## config.mk

```make
export PLATFORM = sky130hd
export DESIGN_NAME = fp_operand_responder
export DESIGN_NICKNAME = d
export VERILOG_FILES = /design/src/rtl/fp_operand_responder.sv
export SDC_FILE = /design/constraint.sdc
export NUM_CORES = 1
export LEC_CHECK = 0
export CORE_AREA = 2 2 127 129
export DETAILED_ROUTE_END_ITERATION = 7
export DIE_AREA = 0 0 129 131
export SLEW_MARGIN = 15
export SYNTH_ARGS = -nofsm -noshare
export SYNTH_HDL_FRONTEND = slang
export SYNTH_SLANG_ARGS = --single-unit
```

## constraint.sdc

```tcl
create_clock -name clk -period 1.4 [get_ports clk]
set_input_delay 0.28 -clock clk [delete_from_list [all_inputs] [get_ports clk]]
set_output_delay 0.28 -clock clk [all_outputs]
set_load 0.005 [all_outputs]
```

## src/rtl/fp_operand_responder.sv

```systemverilog
// Strobe/ack operand responder wrapping a start/done compute core.
// Define FP_RESP_TIMEOUT_EN to bound the WAIT state and force a qNaN result on expiry.
module fp_operand_responder #(
    parameter int unsigned WIDTH          = 32,
    parameter int unsigned TIMEOUT_CYCLES = 64
) (
    input  logic             clk,
    input  logic             reset,
    input  logic [WIDTH-1:0] in_A,
    input  logic             strb_A,
    output logic             in_A_ack,
    input  logic [WIDTH-1:0] in_B,
    input  logic             strb_B,
    output logic             in_B_ack,
    output logic [WIDTH-1:0] core_a,
    output logic [WIDTH-1:0] core_b,
    output logic             core_start,
    input  logic             core_done,
    input  logic [WIDTH-1:0] core_result,
    output logic [WIDTH-1:0] out_z,
    output logic             out_z_stb,
    input  logic             out_z_ack,
    output logic             busy,
    output logic [7:0]       cycle_count,
    output logic             timeout_err
);

    localparam logic [1:0] COLLECT = 2'd0;
    localparam logic [1:0] START   = 2'd1;
    localparam logic [1:0] WAIT    = 2'd2;
    localparam logic [1:0] OUTPUT  = 2'd3;

    // Counter must be able to reach both 255 and TIMEOUT_CYCLES before saturating.
    localparam int unsigned CNT_W = ($clog2(TIMEOUT_CYCLES + 1) > 8) ?
                                    $clog2(TIMEOUT_CYCLES + 1) : 8;

    logic [1:0]       state;
    logic [1:0]       state_next;
    logic             a_full;
    logic             b_full;
    logic             cap_a;
    logic             cap_b;
    logic [CNT_W-1:0] wait_cnt;
    logic [CNT_W-1:0] wait_inc;
    logic [7:0]       lat_sat;
    logic             wait_exit;

    assign cap_a = (state == COLLECT) && strb_A && !a_full;
    assign cap_b = (state == COLLECT) && strb_B && !b_full;

    assign wait_inc = (wait_cnt == {CNT_W{1'b1}}) ? wait_cnt : wait_cnt + CNT_W'(1);
    assign lat_sat  = (wait_inc > CNT_W'(255)) ? 8'd255 : wait_inc[7:0];

`ifdef FP_RESP_TIMEOUT_EN
    localparam logic [WIDTH-1:0] QNAN  = WIDTH'(32'h7FC0_0000);
    localparam logic [7:0]       TO_CC = (TIMEOUT_CYCLES > 255) ? 8'd255 : 8'(TIMEOUT_CYCLES);

    logic timeout_hit;
    logic timeout_q;

    assign timeout_hit = !core_done && (32'(wait_inc) >= TIMEOUT_CYCLES);
    assign wait_exit   = core_done || timeout_hit;
    assign timeout_err = timeout_q;

    always_ff @(posedge clk) begin
        if (reset) begin
            timeout_q <= 1'b0;
        end else if (state == WAIT) begin
            if (core_done) begin
                timeout_q <= 1'b0;
            end else if (timeout_hit) begin
                timeout_q <= 1'b1;
            end
        end
    end
`else
    assign wait_exit   = core_done;
    assign timeout_err = 1'b0;
`endif

    always_comb begin
        state_next = state;
        case (state)
            COLLECT: if ((a_full || cap_a) && (b_full || cap_b)) state_next = START;
            START:   state_next = WAIT;
            WAIT:    if (wait_exit) state_next = OUTPUT;
            OUTPUT:  if (out_z_ack) state_next = COLLECT;
            default: state_next = COLLECT;
        endcase
    end

    always_ff @(posedge clk) begin
        if (reset) begin
            state       <= COLLECT;
            a_full      <= 1'b0;
            b_full      <= 1'b0;
            in_A_ack    <= 1'b0;
            in_B_ack    <= 1'b0;
            core_a      <= '0;
            core_b      <= '0;
            wait_cnt    <= '0;
            out_z       <= '0;
            cycle_count <= '0;
        end else begin
            state    <= state_next;
            in_A_ack <= cap_a;
            in_B_ack <= cap_b;
            if (cap_a) begin
                a_full <= 1'b1;
                core_a <= in_A;
            end
            if (cap_b) begin
                b_full <= 1'b1;
                core_b <= in_B;
            end
            // Slots only drain once the result has been handed over.
            if (state == OUTPUT && out_z_ack) begin
                a_full <= 1'b0;
                b_full <= 1'b0;
            end
            if (state == START) begin
                wait_cnt <= '0;
            end else if (state == WAIT) begin
                wait_cnt <= wait_inc;
            end
            if (state == WAIT) begin
                if (core_done) begin
                    out_z       <= core_result;
                    cycle_count <= lat_sat;
                end
`ifdef FP_RESP_TIMEOUT_EN
                else if (timeout_hit) begin
                    out_z       <= QNAN;
                    cycle_count <= TO_CC;
                end
`endif
            end
        end
    end

    assign core_start = (state == START);
    assign out_z_stb  = (state == OUTPUT);
    assign busy       = (state != COLLECT);

endmodule
```

==> results.cfg <==
[outcome]
outcome = finished, violations left
violations = negative setup slack

[drt]
ant_nets = 0
avgViaCountPerCell = 4.557
drtIter0Drc = 184
post_drt_wl_per_cell_um = 14.08
dr.pass1.iters = 4
drt_wl_total_um = 14460
num_vias = 4680
drc_errors = 0

[clock_tree]
hold_buffers = 0
clk_pin_slew_ns = 0.05
clock_latency_ns = 0.41
cts_root_buffer = clkbuf_16
cts_tree = yes
cts.sinks = 118
cts_buffers = 17
cts.path.max_buffers = 2
cts_max_level = 4

[worst_setup_path]
required_ns = 1.12
ff2ff_setup_slack_ns = -0.04
regToRegStartpoint = state[1]
reg2regPathDepth = 7
worst_setup_path_end_kind = primary output
worstSetupPathType = register to primary output
worstReg2RegEnd = core_a[6]
cp_max_fo = 3
startpoint_type = register
arrival_ns = 1.19

[grt]
grt_max_degree = 38
antenna_found_initial = 0
first_global_vias = 4439
grt_usage_pct = 16.55
overflow = 0
grt_pass1_wl_um = 21920

[min_path]
hold_class = input port to register
holdPathStages = 2
hp-start = reset
hold_path_end = cycle_count[7]

[cells_and_area]
postLayoutCellArea_um2 = 7963
drive_gt1_share_pct = 18.00
layout_commonest_cell = nand2_1
area_growth_pct = 73.17
num_antenna_cells = 0
nets = 905
mostFrequentLayoutCells = nand2_1 (194), dfxtp_1 (109), dlygate4sd2_1 (106)

[power_and_ir_drop]
leakage_nw = 3.419
power_mw = 12.80
ir_drop_mv = 0.8310
comb_power_share_pct = 31.2
swShare_pct = 28.96
p_int_mw = 9.095
seqPwrFrac_pct = 32.9
power.density_nw_per_um2 = 1608
p_clk_share_pct = 35.9
p_switching_mw = 3.709

[sta]
skew_ns = 0.009032
setup_ws_ns = -0.06862
slew_violations = 0
timing.fmax_mhz = 680.9
hold_violations = 0
setup_viol = 53
rsz0062_at_grt = true
fin_crit_sh_pct = 104.9
holdWs_ns = 0.1473
period_minus_slack_ns = 1.469

[synth]
async_reset_ff_share_pct = 0
synthesis.area_um2 = 4598
synth_edf_count = 0
yosysSeqAreaShare_pct = 51.37
ys_seq_elements = 118
avgSynthCellArea_um2 = 8.182
yosys_most_used_dff = dfxtp_1
yosysWarnings = 0
yosys.area.top_type = dfxtp_1
yosysUniqueCellTypes = 53
syn-instance-count = 562
synth_top_area_share_pct = 51.37
synth.area.top_cells = dfxtp_1 (51%), nand2_1 (16%), a21oi_1 (11%)
synthesis.nets = 669

[die]
die_area_um2 = 16900
design.core.area_um2 = 15600
die_x_um = 129
pin_count = 212
die_y_um = 131
num_rows = 46
initial_core_util_pct = 29.48

[run]
drv_cap = 0

[place]
placed_cell_area_um2 = 7071
dp_hpwl_um = 10210
gp_congestion = 0.8491
io_buffers = 210
==> layer usage <==
metal	share of wire (%)	vias up	global-route usage (%)
met5	0	-	0
met4	1.4	0	5.946
met3	7.2	16	5.578
met2	49	174	27.64
met1	43	2144	19.93
li1	-	2346	-
==> through the flow <==
stage	instances	utilization [%]	setup TNS, ns	setup slack (ns)
2_1_floorplan	562	-	0	0.001337
3_3_place_gp	984	45.33	-16.84	-0.3236
3_5_place_dp	984	45.33	-19.69	-0.4089
4_1_cts	1025	49.72	-0.3898	-0.08671
5_1_grt	1027	51.05	-4.722	-0.1043
6_report	1027	51.05	-0.9751	-0.06862
==> worst max-delay path, cell delays in order, from the launching register on <==
cell,delay (ns)
dfxtp_4,0.35
buf_4,0.14
ha_4,0.17
buf_6,0.11
==> state kept, by name, indices dropped and copies added, names as in the netlist <==
signal and flops:
in_B_ack 1, core_a 32, state 2, cycle_count 8, in_A_ack 1, b_full 1
wait_cnt 8, core_b 32, out_z 32, a_full 1
==> power groups by stage <==
stage / Clock [mW] / Sequential, mW / Combinational (mW)
after global routing: 4.87 / 4.28 / 4.39
after floorplan: 0 / 4.27 / 1.62
final: 4.59 / 4.22 / 4.00
after CTS: 4.72 / 4.20 / 3.69
after detailed placement: 0 / 4.26 / 3.64
after global placement: 0 / 4.23 / 3.58
==> cell usage after synthesis, types with 4 or more instances <==
library cell / instances
clkbuf_1: 12
nand2_1: 200
dfxtp_1: 118
nor4_1: 5
and3_1: 4
a21oi_1: 103
inv_1: 8
buf_4: 6
buf_2: 22
nor2_1: 9
o21ai_0: 4
nand3_1: 5
ha_1: 5
nand4_1: 4
==> cells by family (layout without fill, tap and decap cells) <==
| group | count (synthesis) | after routing | synth area share [%] |
|---|---|---|---|
| buffers and inverters | 55 | 304 | 6.476 |
| and+or+nand+nor | 245 | 245 | 22.26 |
| other | 1 | 1 | 0.08155 |
| AOI/OAI and AO/OA | 135 | 135 | 17.80 |
| muxes | 3 | 3 | 0.6531 |
| DFF | 118 | 118 | 51.37 |
| adders and majority gates | 5 | 5 | 1.361 |
==> cell type report <==
type                       instances  area, um2
clock buffer                      20      456.7
clock inverter                    12      176.4
fill                            1493       7635
inverter                           8      35.03
multi-input combinational        389       2118
sequential                       118       2379
tap                              216      270.3
timing repair buffer             264       2527
==> timing repair <==
| action | CTS | global route |
|---|---|---|
| cloned | 2 | 1 |
| buffers inserted | 7 | 2 |
| gates resized for setup | 155 | 48 |
| endpoints found under the setup margin | 220 | 109 |
| hold endpoints to repair | 0 | 0 |
| pin swaps | 1 | 7 |
==> how the worst max path moves through the flow <==
stage / start / to / cells after the start
after detailed placement: core_done / state[1] / 4
after global routing: state[0] / out_z_stb / 3
after floorplan: state[0] / core_a[11] / 8
after CTS: state[1] / out_z_stb / 3
after global placement: core_done / state[1] / 4
final: state[0] / out_z_stb / 3
Note: power is estimated with default switching activity, not from simulation.
